<file path="config.mk">
export PLATFORM = sky130hd
export DESIGN_NAME = core_ctrl
export DESIGN_NICKNAME = d
export VERILOG_FILES = /design/src/rtl/core_ctrl_pkg.sv /design/src/rtl/delay_pipe.sv /design/src/rtl/core_ctrl.sv
export SDC_FILE = /design/constraint.sdc
export NUM_CORES = 1
export LEC_CHECK = 0
export BUFFER_PORTS_ARGS = -buffer_cell sky130_fd_sc_hd__buf_2
export CORE_ASPECT_RATIO = 0.75
export CORE_UTILIZATION = 44
export DETAILED_ROUTE_END_ITERATION = 10
export PLACE_DENSITY = 0.72
export SLEW_MARGIN = 20
export SYNTH_ARGS = -nofsm -noshare
export SYNTH_HDL_FRONTEND = slang
export SYNTH_HIERARCHICAL = 1
export SYNTH_SLANG_ARGS = --single-unit
</file>
<file path="constraint.sdc">
create_clock -name clk -period 2.78 [get_ports clk]
set_input_delay 0.278 -clock clk [delete_from_list [all_inputs] [get_ports clk]]
set_output_delay 0.278 -clock clk [all_outputs]
set_load 0.005 [all_outputs]
</file>
<file path="src/rtl/core_ctrl_pkg.sv">
// Shared definitions for the core_ctrl tile sequencer: FSM states and the
// bit layout of the 17-bit core instruction bus.
package core_ctrl_pkg;

    typedef enum logic [2:0] {
        ST_IDLE   = 3'd0,
        ST_LOAD_Q = 3'd1,
        ST_LOAD_K = 3'd2,
        ST_KLOAD  = 3'd3,
        ST_EXEC   = 3'd4,
        ST_DRAIN  = 3'd5,
        ST_DONE   = 3'd6
    } state_t;

    localparam int INST_W        = 17;
    localparam int ADDR_W        = 4;

    localparam int INST_OFIFO_RD = 16;
    localparam int INST_EXEC     = 7;
    localparam int INST_KLOAD    = 6;
    localparam int INST_QMEM_RD  = 5;
    localparam int INST_QMEM_WR  = 4;
    localparam int INST_KMEM_RD  = 3;
    localparam int INST_KMEM_WR  = 2;
    localparam int INST_PMEM_RD  = 1;
    localparam int INST_PMEM_WR  = 0;

    localparam int QK_ADDR_LSB   = 12;
    localparam int QK_ADDR_MSB   = QK_ADDR_LSB + ADDR_W - 1;
    localparam int P_ADDR_LSB    = 8;
    localparam int P_ADDR_MSB    = P_ADDR_LSB + ADDR_W - 1;

endpackage

</file>
<file path="src/rtl/delay_pipe.sv">
// Fixed-latency shift register of D stages, W bits wide; D=0 is a plain wire.
// Used to align strobes with SRAM read latency and SFU latency.
module delay_pipe #(
    parameter int D = 1,
    parameter int W = 1
) (
    input  logic         clk,
    input  logic         rst_n,
    input  logic [W-1:0] din,
    output logic [W-1:0] dout
);

    if (D == 0) begin : g_wire
        assign dout = din;
    end else begin : g_reg
        logic [D-1:0][W-1:0] stage_q;
        logic [D-1:0][W-1:0] stage_d;

        always_comb begin
            stage_d    = stage_q;
            stage_d[0] = din;
            for (int i = 1; i < D; i++) begin
                stage_d[i] = stage_q[i-1];
            end
        end

        always_ff @(posedge clk or negedge rst_n) begin
            if (!rst_n) begin
                stage_q <= '0;
            end else begin
                stage_q <= stage_d;
            end
        end

        assign dout = stage_q[D-1];
    end

endmodule

</file>
<file path="src/rtl/core_ctrl.sv">
// Tile sequencer feeding core: loads q/k memories, preloads weights, executes
// activation rows and drains results through the SFU into psum memory.
//
// state   | meaning
// IDLE    | waiting for start
// LOAD_Q  | accepting NQ activation beats into qmem
// LOAD_K  | accepting col weight beats into kmem
// KLOAD   | col kmem reads, last kernel-load strobe, one bubble
// EXEC    | NQ qmem reads, then last execute strobe
// DRAIN   | ofifo reads gated by fifo_valid; pmem writes after SFU_LAT
// DONE    | one-cycle done pulse
module core_ctrl
    import core_ctrl_pkg::*;
#(
    parameter int pr      = 8,
    parameter int bw      = 4,
    parameter int col     = 8,
    parameter int NQ      = 8,
    parameter int SFU_LAT = 1
) (
    input  logic               clk,
    input  logic               reset,
    input  logic               start,
    input  logic [pr*bw-1:0]   in_data,
    input  logic               in_valid,
    output logic               in_ready,
    input  logic               fifo_valid,
    output logic [INST_W-1:0]  inst,
    output logic [pr*bw-1:0]   mem_in,
    output logic               busy,
    output logic               done
);

    localparam logic [ADDR_W-1:0] NQ_LAST  = ADDR_W'(NQ - 1);
    localparam logic [ADDR_W-1:0] COL_LAST = ADDR_W'(col - 1);

    state_t              state_q, state_d;
    logic [ADDR_W-1:0]   cnt_q, cnt_d;
    logic [1:0]          tail_q, tail_d;
    logic                rd_all_q, rd_all_d;

    logic q_wr, k_wr, k_rd, q_rd, f_rd;

    logic [1:0]          align_out;
    logic [ADDR_W:0]     pw_out;
    logic                pw_valid;
    logic [ADDR_W-1:0]   pw_addr;

    logic [INST_W-1:0]   inst_q, inst_d;
    logic [pr*bw-1:0]    mem_in_q, mem_in_d;
    logic                busy_q, busy_d;
    logic                done_q, done_d;

    // Read strobes delayed one cycle to line up with SRAM output data.
    delay_pipe #(.D(1), .W(2)) u_align (
        .clk   (clk),
        .rst_n (reset),
        .din   ({q_rd, k_rd}),
        .dout  (align_out)
    );

    delay_pipe #(.D(SFU_LAT), .W(ADDR_W + 1)) u_pmem_dly (
        .clk   (clk),
        .rst_n (reset),
        .din   ({f_rd, cnt_q}),
        .dout  (pw_out)
    );

    assign pw_valid = pw_out[ADDR_W];
    assign pw_addr  = pw_out[ADDR_W-1:0];

    always_ff @(posedge clk or negedge reset) begin
        if (!reset) begin
            state_q  <= ST_IDLE;
            cnt_q    <= '0;
            tail_q   <= '0;
            rd_all_q <= 1'b0;
            inst_q   <= '0;
            mem_in_q <= '0;
            busy_q   <= 1'b0;
            done_q   <= 1'b0;
        end else begin
            state_q  <= state_d;
            cnt_q    <= cnt_d;
            tail_q   <= tail_d;
            rd_all_q <= rd_all_d;
            inst_q   <= inst_d;
            mem_in_q <= mem_in_d;
            busy_q   <= busy_d;
            done_q   <= done_d;
        end
    end

    always_comb begin
        state_d  = state_q;
        cnt_d    = cnt_q;
        tail_d   = tail_q;
        rd_all_d = rd_all_q;
        case (state_q)
            ST_IDLE: begin
                cnt_d    = '0;
                tail_d   = '0;
                rd_all_d = 1'b0;
                if (start) state_d = ST_LOAD_Q;
            end
            ST_LOAD_Q: begin
                if (q_wr) begin
                    if (cnt_q == NQ_LAST) begin
                        cnt_d   = '0;
                        state_d = ST_LOAD_K;
                    end else begin
                        cnt_d = cnt_q + 4'd1;
                    end
                end
            end
            ST_LOAD_K: begin
                if (k_wr) begin
                    if (cnt_q == COL_LAST) begin
                        cnt_d   = '0;
                        tail_d  = '0;
                        state_d = ST_KLOAD;
                    end else begin
                        cnt_d = cnt_q + 4'd1;
                    end
                end
            end
            ST_KLOAD: begin
                if (k_rd) begin
                    if (cnt_q == COL_LAST) begin
                        cnt_d  = '0;
                        tail_d = 2'd1;
                    end else begin
                        cnt_d = cnt_q + 4'd1;
                    end
                end else if (tail_q == 2'd1) begin
                    tail_d = 2'd2;
                end else begin
                    tail_d  = '0;
                    state_d = ST_EXEC;
                end
            end
            ST_EXEC: begin
                if (q_rd) begin
                    if (cnt_q == NQ_LAST) begin
                        cnt_d  = '0;
                        tail_d = 2'd1;
                    end else begin
                        cnt_d = cnt_q + 4'd1;
                    end
                end else begin
                    tail_d   = '0;
                    rd_all_d = 1'b0;
                    state_d  = ST_DRAIN;
                end
            end
            ST_DRAIN: begin
                if (f_rd) begin
                    if (cnt_q == NQ_LAST) rd_all_d = 1'b1;
                    else                  cnt_d    = cnt_q + 4'd1;
                end
                if (pw_valid && (pw_addr == NQ_LAST)) state_d = ST_DONE;
            end
            ST_DONE: begin
                cnt_d    = '0;
                rd_all_d = 1'b0;
                state_d  = ST_IDLE;
            end
            default: state_d = ST_IDLE;
        endcase
    end

    always_comb begin
        q_wr = 1'b0;
        k_wr = 1'b0;
        k_rd = 1'b0;
        q_rd = 1'b0;
        f_rd = 1'b0;
        case (state_q)
            ST_LOAD_Q: q_wr = in_valid;
            ST_LOAD_K: k_wr = in_valid;
            ST_KLOAD:  k_rd = (tail_q == 2'd0);
            ST_EXEC:   q_rd = (tail_q == 2'd0);
            ST_DRAIN:  f_rd = fifo_valid && !rd_all_q;
            default: ;
        endcase
    end

    assign in_ready = (state_q == ST_LOAD_Q) || (state_q == ST_LOAD_K);
    assign busy_d   = (state_d != ST_IDLE);
    assign done_d   = (state_d == ST_DONE);

    always_comb begin
        inst_d                = '0;
        inst_d[INST_QMEM_WR]  = q_wr;
        inst_d[INST_KMEM_WR]  = k_wr;
        inst_d[INST_KMEM_RD]  = k_rd;
        inst_d[INST_QMEM_RD]  = q_rd;
        inst_d[INST_KLOAD]    = align_out[0];
        inst_d[INST_EXEC]     = align_out[1];
        inst_d[INST_OFIFO_RD] = f_rd;
        inst_d[INST_PMEM_RD]  = 1'b0;
        inst_d[INST_PMEM_WR]  = pw_valid;
        if (q_wr || k_wr || k_rd || q_rd) inst_d[QK_ADDR_MSB:QK_ADDR_LSB] = cnt_q;
        if (pw_valid)                     inst_d[P_ADDR_MSB:P_ADDR_LSB]   = pw_addr;
        mem_in_d = (q_wr || k_wr) ? in_data : '0;
    end

    assign inst   = inst_q;
    assign mem_in = mem_in_q;
    assign busy   = busy_q;
    assign done   = done_q;

endmodule

</file>
==> reports/qor.yml, run 1 <==
cpPeakStageDelay_ns: 0.43
p_sw_share_pct: 29.99
hp-class: "in -> reg"
antenna_found_initial: 0
grt_pass1_wl_um: 7196
p_per_area_mw_per_mm2: 887.0
skew_ns: 0.004423
ff_latch_area_mm2: 0.001677
slowest_stage: "dfrtp_1"
wl_um: 4686
clock_latency_ns: 0.33
wl_per_cell_um: 12.84
ys_seq_elements: 67
grt_overflow_total: 0
setup_viol: 0
clk_pin_slew_ns: 0.07
cts_made_buffers: 9
regToRegSetupSlack_ns: 0.69
synth_nets: 232
gp_congestion: 0.8470
netlist_instances: 194
finalNetCount: 323
synth_cell_types: 44
cts_buffer_depth: 2
hold_viol_final: 0
portBuffers: 87
startpoint_type: "register"
min_period_over_period_pct: 75.02
grt.total_usage_pct: 16.85
yosysSeqAreaShare_pct: 67.40
p_sw_uw: 850.4
ys_warn_count: 6
cts-resized-gates: 0
path_max_fanout: 7
grt_pass1_vias: 1515
final_util_pct: 59.40
io_pins: 89
clock_sinks: 67
cts_tree: "done"
leakagePower_nw: 1.728
ant_nets: 0
cp_data_arrival_time_ns: 2.30
layout_min_cycle_time_ns: 2.085
path_buf_inv: 0
intPower_mw: 1.985
cts_htree_levels: 3
worst_slew_pin_slew_ns: 0.6539
seqPwrFrac_pct: 47.6
dieArea_mm2: 0.005961
vdd_drop_max_mv: 0.3256
drt-initial-drc-count: 61
drv_slew: 0
synthesis.area_mm2: 0.002487
core_area_mm2: 0.005381
dr_total_vias: 1727
viasPerCell: 4.732
multi_input_area_um2: 748.2
cp_top_family: "compound AO/OA/AOI/OAI gates"
drc: 0
critPathKind: "reg -> reg"
grt_start_max_net_pins: 40
combPwrFrac_pct: 25.3
cap_violations: 0
clockPowerShare_pct: 27.1
worstSetupEndpointType: "register"
synthToLayoutAreaGrowth_pct: 28.52
diodes: 0
die_y_um: 67.12
die_w_um: 88.82
crit_required_ns: 3.00
tns_ns: 0
initial_core_util_pct: 46.22
fmax_ghz: 0.4795
avgSynthCellArea_um2: 12.82
n_fill_cell: 428
fp-row-count: 23
drt-pass1-iter-count: 4
slew_headroom_pct: 56.41
status: "finished, final reports clean"
dpl.hpwl_um: 3299
cts-root-buf: "clkbuf_8"
rsz0062_at_grt: "false"
path_cells: "ha_1 > and3b_1 > o31a_1 > or3_4 > a221o_1"
drive_gt1_share_pct: 38.97
-- power by group through the flow --
stage	logic (mW)	clock network [mW]	registers, mW
finish	0.718	0.768	1.35
global route	0.815	0.831	1.39
CTS	0.729	0.794	1.35
detailed placement	0.726	0	1.37
global placement	0.719	0	1.36
floorplan	0.432	0	1.34
-- metrics by stage --
| step | total power, mW | hold slack [ns] | setup WS, ns | cells | cell area [um2] |
|---|---|---|---|---|---|
| floorplan | 1.774 | -0.01759 | 0.7960 | 194 | 2487 |
| finish | 2.836 | 0.1449 | 0.6946 | 365 | 3197 |
| global route | 3.032 | 0.1303 | 0.6155 | 365 | 3197 |
| global placement | 2.081 | 0.3319 | 0.7740 | 348 | 2993 |
| CTS | 2.872 | 0.1284 | 0.6992 | 365 | 3197 |
| detailed placement | 2.092 | 0.3385 | 0.7149 | 348 | 2993 |
-- area by class of cell --
cell class / instances / area share (%)
multi-input cells: 114 / 23.41
repair buffers: 90 / 14.79
flip-flops and latches: 67 / 52.45
well taps: 75 / 2.935
inverters: 3 / 0.3523
clock inverters: 6 / 2.074
clock buffers: 10 / 3.992
-- metal layers --
layer / GRT usage [%] / vias up / routed length, um
met4: 9.073 / 0 / 86
li1: - / 833 / -
met2: 25.87 / 71 / 2131
met1: 20.46 / 812 / 2070
met3: 6.691 / 11 / 398
met5: 0 / - / 0
-- timing repair --
item | in CTS | in global routing
setup buffers | 0 | 0
setup endpoints to repair | 0 | 0
hold buffers | 1 | 0
hold endpoints to repair | 28 | 0
-- Yosys cell counts, drive strengths merged --
master  count  area, um2
a2111o      1      11.26
a211oi      1      7.510
a21oi       1      5.000
a221o       1      10.01
a22o        3      27.53
a31oi       3      18.77
and2       44      277.8
and3        4      26.28
and3b       2      17.52
and4b       1      10.01
buf         4      28.78
clkbuf      6      22.52
conb        1      3.750
dfrtp      67       1677
ha          1      12.51
inv         3      11.26
mux2        1      11.26
nand2       3      11.26
nand2b      5      38.78
nand3       1      5.000
nor2        9      33.78
nor2b       4      25.02
nor3        4      20.02
nor3b       2      15.01
nor4        1      6.260
nor4b       1      8.760
o211ai      1      7.510
o21ai       9      45.04
o221ai      1      8.760
o22ai       2      12.51
o311ai      1      8.760
o31a        1      8.760
o31ai       1      7.510
o41ai       1      16.27
or3         1      11.26
or4b        1      10.01
xnor2       1      8.760
-- placed cells by master, fill, tap and decap left out, types with 3 or more instances in the layout --
cell | synthesis | final
dfrtp_1 | 67 | 67
nor2b_1 | 4 | 4
and3_1 | 3 | 3
buf_2 | 2 | 87
o21ai_0 | 9 | 9
and2_1 | 42 | 42
clkbuf_8 | 0 | 9
a31oi_1 | 3 | 3
nor3_1 | 4 | 4
nand2b_1 | 4 | 4
nor2_1 | 9 | 9
clkinv_4 | 0 | 3
nand2_1 | 3 | 3
-- logic make-up (layout without fill, tap and decap cells) --
logic type | count (synthesis) | after routing | share of synthesized area [%]
compound gates | 27 | 27 | 7.848
other cells | 1 | 1 | 0.1508
xor+xnor | 1 | 1 | 0.3522
flops | 67 | 67 | 67.40
mux | 1 | 1 | 0.4527
simple gates | 83 | 83 | 20.77
buf+inv | 13 | 109 | 2.515
fa+ha+maj | 1 | 1 | 0.5029
-- state kept, by name (all words and copies together) (netlist names) --
signal / flops
u_align/dout: 2
done: 1
inst: 16
u_pmem_dly/dout: 5
rd_all_q: 1
state_q: 3
busy: 1
cnt_q: 4
tail_q: 2
mem_in: 32
-- path summary, 6_finish.rpt --
path | from | end | cells past startpoint
setup / recovery | cnt_q[0]$_DFFE_PN0P_ | cnt_q[3]$_DFFE_PN0P_ | 5
hold / removal | in_data[16] | mem_in[16]$_DFF_PN0_ | 2
setup reg to reg | cnt_q[0]$_DFFE_PN0P_ | cnt_q[3]$_DFFE_PN0P_ | 5
hold reg to reg | u_align/dout[1]$_DFF_PN0_ | inst[7]$_DFF_PN0_ | 0
max in group asynchronous | reset | inst[2]$_DFF_PN0_ | 3
min in group asynchronous | reset | mem_in[2]$_DFF_PN0_ | 2
Note: power is estimated with default switching activity, not from simulation.
==> run 2: changes to the inputs <==
--- a/config.mk
+++ b/config.mk
@@ -5,11 +5,12 @@
 export SDC_FILE = /design/constraint.sdc
 export NUM_CORES = 1
 export LEC_CHECK = 0
+export ABC_AREA = 1
 export BUFFER_PORTS_ARGS = -buffer_cell sky130_fd_sc_hd__buf_2
 export CORE_ASPECT_RATIO = 0.75
 export CORE_UTILIZATION = 44
 export DETAILED_ROUTE_END_ITERATION = 10
-export PLACE_DENSITY = 0.72
+export PLACE_DENSITY = 0.71
 export SLEW_MARGIN = 20
 export SYNTH_ARGS = -nofsm -noshare
 export SYNTH_HDL_FRONTEND = slang
==> constraint.sdc (replaced) <==
create_clock -name clk -period 2 [get_ports clk]
set_input_delay 0.2 -clock clk [delete_from_list [all_inputs] [get_ports clk]]
set_output_delay 0.2 -clock clk [all_outputs]
set_load 0.005 [all_outputs]
==> run 2 against run 1 <==
Against the previous run: first-iteration DRC count rose by 130%; core utilization up 1.3 points; critical path depth increased by 1; clock-buffer cell count decreased by 1; total power up 42%.
==> reports/qor.yml, run 2 <==
rr_worst_depth: 6  # +1
place_area_mm2: 0.003122  # +4.3%
layout_min_cycle_time_ns: 1.695  # -0.3906 ns
synthMuxAreaShare_pct: 0  # -0.45 points
synth.top_cell.area_share_pct: 64.21  # -3.2 points
cts_htree_levels: 3  # unchanged
grt_pass1_vias: 1539  # +1.6%
finalNetCount: 396  # +23%
grt_overflow_total: 0  # unchanged
vdd_drop_max_mv: 0.5080  # +56%
async_flop_share_pct: 100.0  # unchanged
avgSynthCellArea_um2: 10.04  # -22%
hp-class: "in -> reg"
rr_endpoint: "mem_in[31]$_DFF_PN0_"
yosysTopAreaCell: "dfrtp_1"
synth_cell_types: 23  # -48%
cp_data_arrival_time_ns: 1.89  # -0.41 ns
synthToLayoutAreaGrowth_pct: 28.51  # about the same
path_max_fanout: 32  # +25
portBuffers: 87  # unchanged
cts-root-buf: "clkbuf_8"
layout_common_cells: "buf_2, dfrtp_1, inv_1"
synth_ff_type: "dfrtp_1"
netlist_instances: 260  # +34%
synth-compound-area-share_pct: 2.587  # -5.3 points
hold_viol_final: 0  # unchanged
viasPerCell: 4.283  # -9.5%
drt-pass1-iter-count: 4  # unchanged
final_util_pct: 60.73  # +1.3 points
cts_made_buffers: 9  # unchanged
wl_per_cell_um: 11.04  # -14%
clk_pin_slew_ns: 0.07  # about the same
fp-row-count: 23  # unchanged
worstSetupEndpointType: "register"
worst_slew_pin_slew_ns: 0.8835  # +0.2297 ns
synth.most_common_cell: "dfrtp_1"
grt_start_max_net_pins: 35  # -13%
cap_violations: 0  # unchanged
netlist_top_cells_count: "dfrtp_1, inv_1, nand2_1"
min_path_cells: 3  # +1
clock_sinks: 67  # unchanged
min_period_over_period_pct: 84.74  # +9.7 points
tns_ns: 0  # unchanged
drt-initial-drc-count: 139  # +130%
yosysSeqAreaShare_pct: 64.21  # -3.2 points
status: "finished, final reports clean"
stdcell_count: 438  # +20%
final_common_cell: "buf_2"
die_y_um: 68.72  # +2.4%
dpl.hpwl_um: 3503  # +6.2%
crit_required_ns: 2.19  # -0.81 ns
whs_endpoint: "mem_in[31]$_DFF_PN0_"
core_area_mm2: 0.005525  # +2.7%
critPathKind: "reg -> reg"
synth-edff-count: 0  # unchanged
final_area_mm2: 0.003356  # +5.0%
rsz0062_at_grt: "false"
synthesis.area_mm2: 0.002611  # +5.0%
diodes: 0  # unchanged
initial_core_util_pct: 47.26  # +1.0 points
yosys-top-cells-area: "dfrtp_1, inv_1, nor2_2"
p_per_area_mw_per_mm2: 1198  # +35%
hold_start: "in_data[31]"
die_w_um: 90.96  # +2.4%
drive_gt1_share_pct: 40.50  # +1.5 points
cts_setup_buffers: 0  # unchanged
fmax_ghz: 0.5900  # +23%
ant_nets: 0  # unchanged
antenna_found_initial: 0  # unchanged
synthAdderAreaFrac_pct: 0.4792  # -0.024 points
r2r_start: "state_q[0]$_DFF_PN0_"
drc: 0  # unchanged
grt_pass1_wl_um: 7120  # -1.1%
ys_warn_count: 6  # unchanged
placed_cells: 421  # +21%
regToRegSetupSlack_ns: 0.31  # -0.39 ns
dr_total_vias: 1876  # +8.6%
synth_nets: 298  # +28%
skew_ns: 0.006562  # +0.002139 ns
leakagePower_nw: 2.063  # +19%
cts_tree: "done"
drv_slew: 0  # unchanged
setup_viol: 0  # unchanged
synthSimpleGateAreaFrac_pct: 22.18  # +1.4 points
dieArea_mm2: 0.006250  # +4.8%
ys_seq_elements: 67  # unchanged
total_power_mw: 4.020  # +42%
largest_reg_flops: 32  # unchanged
synth_xor_area_share_pct: 0.3354  # -0.017 points
io_pins: 89  # unchanged
gp_congestion: 0.9009  # +6.4%
synth_top_family_by_area: "simple AND/OR/NAND/NOR gates"
clock_latency_ns: 0.34  # about the same
grt.total_usage_pct: 15.82  # -1.0 points
cts_buffer_depth: 2  # unchanged
startpoint_type: "register"
slew_headroom_pct: 41.01  # -15 points
wl_um: 4835  # +3.2%
run 2: cell count changes after synthesis, sizes merged, moves of 5 or more:
cell and change:
and2 -44, nand3 +11, inv +56, nor2 +46
nand2b -5, nand2 +42, clkbuf -6
run 2: layer usage:
metal | up-vias | GRT usage, % | routed length, um
met5 | - | 0 | 0
met4 | 0 | 6.548 | 68
met3 | 5 | 7.346 | 284
met2 | 59 | 23.96 | 2255
met1 | 855 | 19.86 | 2227
li1 | 957 | - | -
run 2: layout make-up:
| cell class | instances | area [um2] |
|---|---|---|
| sequential | 67 | 1677 |
| tap | 75 | 93.84 |
| fill | 499 | 2170 |
| inverter | 59 | 221.5 |
| timing repair buffer | 91 | 467.9 |
| multi-input combinational | 130 | 671.9 |
| clock inverter | 7 | 100.1 |
| clock buffer | 9 | 123.9 |
run 2: how the worst max path moves through the flow:
stage                    startpoint                   end  slack, ns
2_1_floorplan  cnt_q[0]$_DFFE_PN0P_        busy$_DFF_PN0_       0.68
3_3_place_gp   state_q[0]$_DFF_PN0_  mem_in[31]$_DFF_PN0_       0.38
3_5_place_dp   state_q[0]$_DFF_PN0_  mem_in[31]$_DFF_PN0_       0.30
4_1_cts        state_q[0]$_DFF_PN0_  mem_in[31]$_DFF_PN0_       0.29
5_1_grt        state_q[0]$_DFF_PN0_  mem_in[31]$_DFF_PN0_       0.17
6_report       state_q[0]$_DFF_PN0_  mem_in[31]$_DFF_PN0_       0.31
run 2: worst max-delay path, cell delays in order, from the launching register on:
cell and delay (ns):
dfrtp_1 0.45, inv_2 0.13, nor2_2 0.06, nand2_2 0.11, a21oi_2 0.07, inv_2 0.63, nor2_1 0.08
run 2: logic make-up after synthesis:
| group | Yosys count |
|---|---|
| AND/OR/NAND/NOR | 115 |
| buffers and inverters | 63 |
| AO/OA/AOI/OAI | 12 |
| XOR/XNOR | 1 |
| flip-flops | 67 |
| other | 1 |
| adder cells (fa/ha/maj) | 1 |
run 2: through the flow:
stage / hold slack, ns / setup slack [ns]
6_report: 0.06105 / 0.3052
4_1_cts: 0.04249 / 0.2903
5_1_grt: 0.04423 / 0.1735
3_3_place_gp: 0.2490 / 0.3833
3_5_place_dp: 0.2554 / 0.3036
2_1_floorplan: -0.09559 / 0.6804
run 2: what timing repair did:
item | CTS | global route
gates resized for setup | 0 | 0
hold buffers | 1 | 0
hold endpoints to repair | 67 | 0
run 2: power by group:
part           switching [mW]  internal (mW)
clock                   0.522          0.711
sequential              0.145           1.61
combinational           0.647          0.387
